===== config.mk =====
export PLATFORM = sky130hd
export DESIGN_NAME = ssdisp_ctrl
export DESIGN_NICKNAME = d
export VERILOG_FILES = /design/src/rtl/ssdisp_pkg.sv /design/src/rtl/ssdisp_tick.sv /design/src/rtl/ssdisp_ctrl.sv
export SDC_FILE = /design/constraint.sdc
export NUM_CORES = 1
export LEC_CHECK = 0
export ABC_AREA = 1
export CAP_MARGIN = 20
export CORE_MARGIN = 2
export CORE_UTILIZATION = 55
export DETAILED_ROUTE_END_ITERATION = 10
export GPL_ROUTABILITY_DRIVEN = 0
export PLACE_DENSITY = 0.8
export SETUP_SLACK_MARGIN = 0.4
export SYNTH_ARGS = -nofsm -noshare
export SYNTH_HDL_FRONTEND = slang
export SYNTH_SLANG_ARGS = --single-unit
export TNS_END_PERCENT = 10

===== constraint.sdc =====
create_clock -name CLK -period 2.64 [get_ports CLK]
set_clock_uncertainty 0.05 [all_clocks]
set_input_delay 0.264 -clock CLK [delete_from_list [all_inputs] [get_ports CLK]]
set_output_delay 0.264 -clock CLK [all_outputs]
set_load 0.02 [all_outputs]

===== src/rtl/ssdisp_pkg.sv =====
// Shared constants for the 4-digit display controller: register map, modes,
// digit byte layout and scroll position limit.
package ssdisp_pkg;

    localparam logic [1:0] ADDR_CTRL   = 2'd0;
    localparam logic [1:0] ADDR_RAW    = 2'd1;
    localparam logic [1:0] ADDR_VALUE  = 2'd2;
    localparam logic [1:0] ADDR_STATUS = 2'd3;

    localparam logic [1:0] MODE_DIRECT     = 2'd0;
    localparam logic [1:0] MODE_SCROLL     = 2'd1;
    localparam logic [1:0] MODE_FREEZE     = 2'd2;
    localparam logic [1:0] MODE_DIRECT_ALT = 2'd3;

    localparam int NUM_LSB = 0;
    localparam int PT_BIT  = 4;
    localparam int EN_BIT  = 7;

    localparam logic [2:0]  POS_MAX = 3'd4;
    localparam logic [31:0] EN_MASK = {4{8'(1 << EN_BIT)}};

    typedef struct packed {
        logic       en;
        logic [1:0] rsvd;
        logic       pt;
        logic [3:0] num;
    } digit_t;

    function automatic digit_t make_digit(input logic [3:0] num, input logic pt, input logic en);
        digit_t d;
        d.en   = en;
        d.rsvd = 2'b00;
        d.pt   = pt;
        d.num  = num;
        return d;
    endfunction

endpackage


===== src/rtl/ssdisp_tick.sv =====
// Display tick prescaler: counts 0..TICK_DIV-1 and pulses TICK on the wrap cycle.
module ssdisp_tick #(
    parameter int TICK_DIV = 100000
) (
    input  logic CLK,
    input  logic RES,
    output logic TICK
);

    localparam int CW = $clog2(TICK_DIV);
    localparam logic [CW-1:0] LAST = CW'(TICK_DIV - 1);

    logic [CW-1:0] cnt_q, cnt_d;

    always_comb begin
        cnt_d = (cnt_q == LAST) ? '0 : cnt_q + CW'(1);
    end

    always_ff @(posedge CLK) begin
        if (RES) cnt_q <= '0;
        else     cnt_q <= cnt_d;
    end

    assign TICK = (cnt_q == LAST);

endmodule


===== src/rtl/ssdisp_ctrl.sv =====
// 4-digit seven-segment display controller with bus registers, direct/scroll/freeze
// modes and optional blinking (enabled by defining SSDISP_BLINK_EN).
module ssdisp_ctrl
    import ssdisp_pkg::*;
#(
    parameter int TICK_DIV = 100000
) (
    input  logic        CLK,
    input  logic        RES,
    input  logic        XRD,
    input  logic        XWR,
    input  logic [1:0]  XADDR,
    input  logic [31:0] XDATA_IN,
    output logic [31:0] XDATA_OUT,
    output logic        XACK,
    output logic [31:0] SSDISP_REG_FF
);

    logic        tick;
    logic        ack_q;
    logic [31:0] rdata_q, rdata_d;
    logic [1:0]  mode_q;
    logic [7:0]  period_q;
    logic [31:0] raw_q, value_q;
    logic [2:0]  pos_q, pos_d;
    logic [7:0]  step_q, step_d;
    logic [31:0] disp_q, disp_d;
    logic [31:0] window, blink_mask;
    logic        blink_rd;

    ssdisp_tick #(.TICK_DIV(TICK_DIV)) u_tick (
        .CLK  (CLK),
        .RES  (RES),
        .TICK (tick)
    );

    logic accept, wr, rd, wr_ctrl, wr_raw, wr_value, clear_pos, step_en, step_done, scrolling;

    assign accept   = ~ack_q & (XRD | XWR);
    assign wr       = accept & XWR;
    assign rd       = accept & ~XWR;
    assign wr_ctrl  = wr && (XADDR == ADDR_CTRL);
    assign wr_raw   = wr && (XADDR == ADDR_RAW);
    assign wr_value = wr && (XADDR == ADDR_VALUE);

    // Entering FREEZE keeps pos so the last scroll window stays on screen.
    assign clear_pos = wr_value ||
                       (wr_ctrl && (XDATA_IN[1:0] != mode_q) && (XDATA_IN[1:0] != MODE_FREEZE));

    assign scrolling = (mode_q == MODE_SCROLL) && (period_q != 8'd0);
    assign step_en   = scrolling && tick;
    assign step_done = step_en && (step_q >= period_q - 8'd1);

    always_comb begin
        pos_d  = pos_q;
        step_d = step_q;
        if (clear_pos) begin
            pos_d  = '0;
            step_d = '0;
        end else if (step_done) begin
            step_d = '0;
            pos_d  = (pos_q == POS_MAX) ? 3'd0 : pos_q + 3'd1;
        end else if (step_en) begin
            step_d = step_q + 8'd1;
        end
    end

    always_comb begin
        rdata_d = '0;
        if (rd) begin
            unique case (XADDR)
                ADDR_CTRL:   rdata_d = {16'h0, period_q, 5'h0, blink_rd, mode_q};
                ADDR_RAW:    rdata_d = raw_q;
                ADDR_VALUE:  rdata_d = value_q;
                ADDR_STATUS: rdata_d = {28'h0, scrolling, pos_q};
                default:     rdata_d = '0;
            endcase
        end
    end

    genvar gi;
    generate
        for (gi = 0; gi < 4; gi++) begin : g_win
            logic [3:0] nib_idx;
            assign nib_idx = {1'b0, pos_q} + 4'(gi);
            assign window[8*gi +: 8] = make_digit(4'(value_q >> {nib_idx, 2'b00}), 1'b0, 1'b1);
        end
    endgenerate

`ifdef SSDISP_BLINK_EN
    logic       blink_q, phase_q;
    logic [7:0] blink_cnt_q;
    logic       unused_xdata;

    always_ff @(posedge CLK) begin
        if (RES) begin
            blink_q     <= 1'b0;
            phase_q     <= 1'b0;
            blink_cnt_q <= '0;
        end else begin
            if (wr_ctrl) blink_q <= XDATA_IN[2];
            if (tick) begin
                blink_cnt_q <= blink_cnt_q + 8'd1;
                if (blink_cnt_q == 8'hFF) phase_q <= ~phase_q;
            end
        end
    end

    assign blink_mask   = (blink_q && !phase_q) ? EN_MASK : '0;
    assign blink_rd     = blink_q;
    assign unused_xdata = ^{XDATA_IN[31:16], XDATA_IN[7:3]};
`else
    logic unused_xdata;
    assign blink_mask   = '0;
    assign blink_rd     = 1'b0;
    assign unused_xdata = ^{XDATA_IN[31:16], XDATA_IN[7:2]};
`endif

    always_comb begin
        disp_d = ((mode_q == MODE_SCROLL) || (mode_q == MODE_FREEZE)) ? window : raw_q;
        disp_d = disp_d & ~blink_mask;
    end

    always_ff @(posedge CLK) begin
        if (RES) begin
            ack_q    <= 1'b0;
            rdata_q  <= '0;
            mode_q   <= MODE_DIRECT;
            period_q <= '0;
            raw_q    <= '0;
            value_q  <= '0;
            pos_q    <= '0;
            step_q   <= '0;
            disp_q   <= '0;
        end else begin
            ack_q   <= accept;
            rdata_q <= rdata_d;
            if (wr_ctrl) begin
                mode_q   <= XDATA_IN[1:0];
                period_q <= XDATA_IN[15:8];
            end
            if (wr_raw)   raw_q   <= XDATA_IN;
            if (wr_value) value_q <= XDATA_IN;
            pos_q  <= pos_d;
            step_q <= step_d;
            disp_q <= disp_d;
        end
    end

    assign XACK          = ack_q;
    assign XDATA_OUT     = rdata_q;
    assign SSDISP_REG_FF = disp_q;

endmodule


### Yosys cells after proc, flatten, opt, wreduce, memory -nomap -nowiden

Index checks and enable logic that the tools add are counted.

| word-level totals | value |
|---|---|
| bits in registers | 167 |
| bits of input ports | 38 |
| output and inout bits | 65 |
| logic and storage cells | 59 |

| operators by class | value |
|---|---|
| add/subtract/negate cells | 7 |
| order comparisons | 1 |
| eq/ne operators | 9 |
| shifts and indexed selects | 4 |
| multiplexer cells | 3 |
| bitwise gates (word level) | 7 |
| reduce and logical (&&, ||, !) cells | 17 |

Operators by type and width:

| operator | count |
|---|---|
| 32-bit one-hot mux with 4 select lines | 1 |
| 32-bit by 6-bit >> shifter with 4-bit output | 3 |
| 32-bit two-way mux | 1 |
| 32-bit by 5-bit >> shifter with 4-bit output | 1 |
| 17-bit by 1-bit adder with 17-bit output (second input constant) | 1 |
| 17-bit equality test (second input constant) | 1 |
| 3-bit by 2-bit adder with 4-bit output (second input constant) | 2 |
| 8-bit by 1-bit adder with 8-bit output (second input constant) | 1 |
| 8-bit greater-or-equal comparator | 1 |
| 1-bit logical AND | 8 |
| 8-bit nonzero test | 1 |
| 2-bit OR reduction | 4 |
| 8-bit by 1-bit subtractor with 8-bit output (second input constant) | 1 |
| 2-bit equality test (second input constant) | 3 |
| 3-bit by 1-bit adder with 4-bit output (second input constant) | 1 |
| 2-bit by 1-bit equality test with 1-bit output (second input constant) | 2 |
| 3-bit by 1-bit adder with 3-bit output (second input constant) | 1 |
| 1-bit bitwise AND | 3 |
| 3-bit equality test (second input constant) | 1 |
| 3-bit two-way mux | 1 |
| 1-bit inverter | 3 |
| 3-bit OR reduction | 1 |
| 2-bit zero test | 1 |
| 1-bit logical OR | 2 |
| other kinds (3) | 3 |

### Logic depth before layout (Yosys ltp)

| logic depth | value |
|---|---|
| word-level depth | 8 |
| gate-level depth with buffers | 14 |
| gate-level depth less buffers | 14 |

### Hierarchy

Synthesis repeated with hierarchy kept, for this count alone.

| unflattened totals | value |
|---|---|
| cell total of the unflattened synthesis | 1014 |
| area, all modules | 7516.0 um^2 |

Modules (own cells, without submodules):

| module | instances | cells each | area an instance (um^2) | sequential area each (um^2) |
|---|---|---|---|---|
| ssdisp_ctrl | 1 | 874 | 6567.5 | 3002.9 |
| ssdisp_tick | 1 | 140 | 948.4 | 340.3 |

### Worst setup path before layout

Ideal clock, no wire load.

| timing path | value |
|---|---|
| path kind | register to register |
| start | reg period_q[0] |
| end | reg step_q[1] |
| library setup time | 0.117 ns |
| data arrival time | 1.785 ns |
| data required time | 2.473 ns |
| setup slack | 0.689 ns |
| cell stages (with the launch flop) | 13 |
| path buffers | 0 |
| clock period less this slack | 1.951 ns |
| path through | dfxtp_1 inv_1 ha_1 nand3_1 xor2_1 inv_1 ha_1 nand2_1 o21a_1 nand2_1 nand2_1 nand2_2 nor2_1 |

| on the way | value |
|---|---|
| cells in the longest elaborated chain, start to end | 5 |
| elaborated cells between the ends (all ways) | 7 |
| those cells by class | add/sub: 1; order compare: 1; reduce/logical: 5 |

Ends and longest elaborated chain:

| element | RTL line | RTL |
|---|---|---|
| start: declaration | ssdisp_ctrl.sv:23 | `logic [7:0] period_q;` |
| start signal: assignment | ssdisp_ctrl.sv:140 | `period_q <= XDATA_IN[15:8];` |
| branches (longest 5 deep; another with 8-bit by 1-bit subtractor with 8-bit output) | - |  |
| end signal: assignment | ssdisp_ctrl.sv:145 | `step_q <= step_d;` |
| end: declaration | ssdisp_ctrl.sv:26 | `logic [7:0] step_q, step_d;` |

Parallel ways; which one is timed is not known.
A chain may end at the register's enable or synchronous reset.

### Worst setup path in the final report

| timing path | value |
|---|---|
| start | reg period_q[0] |
| end | reg step_q[2] |

The elaborated chain is that of the path after synthesis.

==> impl_metrics.json <==
{
  "ys.flop_type": "dfxtp_1",
  "cts_buffer_depth": 2,
  "synth-simple-area-share": 0.2258,
  "drc_errors": 0,
  "synth.avg_cell_area_sq_um": 7.271,
  "yosys-top-cells-area": "dfxtp_1 44%, o21ai_0 8.6%, nand2_1 8.6%",
  "via_per_inst": 5.613,
  "synth-xor-area-share": 0.01280,
  "min_period_over_period": 0.7797,
  "cp-start-kind": "flip-flop",
  "synthTopCellsByCount": "173 x nand2_1, 167 x dfxtp_1, 130 x o21ai_0",
  "r2r_start": "period_q[0]",
  "wl_met2_mm": 9.401,
  "slew_headroom": 0.4601,
  "wl_met3_mm": 2.004,
  "port-buffer-count": 102,
  "wl_met1_mm": 9.050,
  "clk_latency_ns": 0.43,
  "worstSetupStartpoint": "period_q[0]",
  "fin_crit_ns": 2.058,
  "totalWireLength_mm": 20.89,
  "clock-root-buffer": "clkbuf_16",
  "grt_max_degree": 52,
  "first_pass_iters": 6,
  "cp_slowest_cell": "dfxtp_1",
  "yosysTopAreaCell": "dfxtp_1",
  "drive_gt1_frac": 0.07237,
  "nets": 1173,
  "leakage_uw": 0.003583,
  "synth.top_cell.area_share": 0.4442,
  "io_pins": 103,
  "synthArstFlopShare": 0,
  "dieHeight_microns": 121.0,
  "avgRoutedWirePerCell_microns": 15.96,
  "syn_nets": 1088,
  "synthMuxAreaShare": 0,
  "grt_pass1_wl_mm": 32.93,
  "dpl.hpwl_mm": 14.51,
  "die_area_sq_um": 14640,
  "dieWidth_microns": 121.0,
  "holdBufCountCts": 0,
  "cp_max_fo": 8,
  "syn_area_sq_um": 7526,
  "cts_buffers": 17,
  "clock.fmax_mhz": 485.8,
  "area_delta_synth_final_pct": 22.34,
  "syn-instance-count": 1035,
  "synth_top_family_by_area": "simple AND/OR/NAND/NOR gates",
  "worstPathRequired_ns": 2.92,
  "drt_iter0_markers": 899,
  "n_antenna_cell": 0,
  "tns_ns": 0,
  "rows": 42,
  "fillers": 1096,
  "overflow": 0,
  "end_kind": "flip-flop",
  "max_stage_delay_ns": 0.32,
  "status": "completed",
  "r2r_cells": 12,
  "ys_warn_count": 0,
  "synth_most_common_cell": "nand2_1",
  "synth_compound_area_frac": 0.1978,
  "worstMarginPinSlew_ns": 0.8089,
  "postRouteAntennaNets": 0,
  "hp-class": "reg -> reg",
  "hold_viol": 0,
  "grt_pass1_vias": 6673,
  "grt_use_total": 0.2861,
  "p_per_area_nw_per_um2": 597.4,
  "yosys.cell_types.count": 37,
  "hold_depth": 2,
  "ys_seq_elements": 167,
  "max_cap_violations": 0,
  "synth-edff-count": 0,
  "top_layer": "met4",
  "cts.sinks": 167,
  "htreeDepth": 4,
  "hold_ws_ns": 0.4111,
  "setup-violations-final": 0,
  "cp.arrival_ns": 2.33,
  "rsz0062_at_grt": "no",
  "core-area_sq_um": 13300,
  "vias": 7348,
  "path_clk_slew_ns": 0.07,
  "slew_viol_final": 0,
  "initial_utilization": 0.5661,
  "synthAdderAreaFrac": 0.02494,
  "antenna_found_initial": 0,
  "path_class": "reg -> reg",
  "ir_worst_vdd_v": 0.0004493,
  "holdCritStartpoint": "raw_q[22]",
  "cts_tree": "done",
  "cp_cell_sequence": "inv_2 > ha_2 > nand3_1 > xor2_1 > inv_1 > ha_1 > nand2_1 > o21a_1 > nand2_2 > nand2_1 > nand2_2 > nor2_1",
  "ys_seq_area_frac": 0.4442
}
## worst max-delay path, delay by kind of cell (launching register included)
| kind | cells | cell delay [ns] |
|---|---|---|
| compound gates | 1 | 0.19 |
| xor+xnor | 1 | 0.14 |
| fa+ha+maj | 2 | 0.49 |
| buf+inv | 2 | 0.16 |
| flops | 1 | 0.32 |
| simple gates | 6 | 0.61 |
## layout make-up
cell class	instances	area [sq um]	share of cell area
Clock buffer	18	439.2	0.04770
Clock inverter	14	113.9	0.01237
Inverter	120	452.9	0.04919
Multi-Input combinational cell	696	3485	0.3784
Sequential cell	167	3343	0.3631
Tap cell	176	220.2	0.02392
Timing Repair Buffer	118	1154	0.1253
## metrics by stage
stage	worst slack, ns	std cells	instance area, sq um	util	power (uW)
6_report	0.5816	1309	9208	0.6925	5500
3_5_place_dp	0.4518	1277	8642	0.6500	3206
5_1_grt	0.3876	1309	9208	0.6925	5678
2_1_floorplan	0.6886	1035	7526	-	2992
3_3_place_gp	0.5208	1277	8642	0.6500	3195
4_1_cts	0.4207	1309	9195	0.6916	5502
## power breakdown
group	total (uW)	internal, uW	switching (uW)
Clock	2340	1250	1090
Sequential	2650	2600	49.6
Combinational	517	204	314
Total	5500	4050	1450
## what timing repair did
item	CTS	global route
buffers inserted	0	0
setup endpoints to repair	0	11
resized for setup	0	6
hold endpoints to repair	0	0
## state kept, by name, indices dropped and copies added, names as in the netlist
register and flops:
SSDISP_REG_FF 32, XACK 1, XDATA_OUT 32, mode_q 2, period_q 8, pos_q 3, raw_q 32, step_q 8
u_tick.cnt_q 17, value_q 32
## worst paths after layout
kind                       end  slack (ns)
min reg2reg  SSDISP_REG_FF[22]        0.41
max reg2reg          step_q[2]        0.58
max                  step_q[2]        0.58
min          SSDISP_REG_FF[22]        0.41
## cells by family after synthesis
family,Yosys count
AOI/OAI and AO/OA,280
and+or+nand+nor,390
DFF,167
adders and majority gates,15
buffers and inverters,172
xor gates and xnor gates,11
## routing by layer
layer,vias to the layer above,global-route usage
met4,0,0.1134
met1,3294,0.3892
met5,-,0
li1,3563,-
met3,49,0.06109
met2,442,0.4435
## placed cells by master (no fill, tap or decap), types with 14 or more instances in the layout
cell type,instances
clkbuf_16,17
nand3_1,51
inv_1,109
ha_1,14
a31oi_1,20
o21ai_0,130
buf_4,15
dfxtp_1,167
a21oi_1,102
nand2_1,172
nor2_1,123
clkdlybuf4s50_1,102
Power figures use the tool's default switching activity.
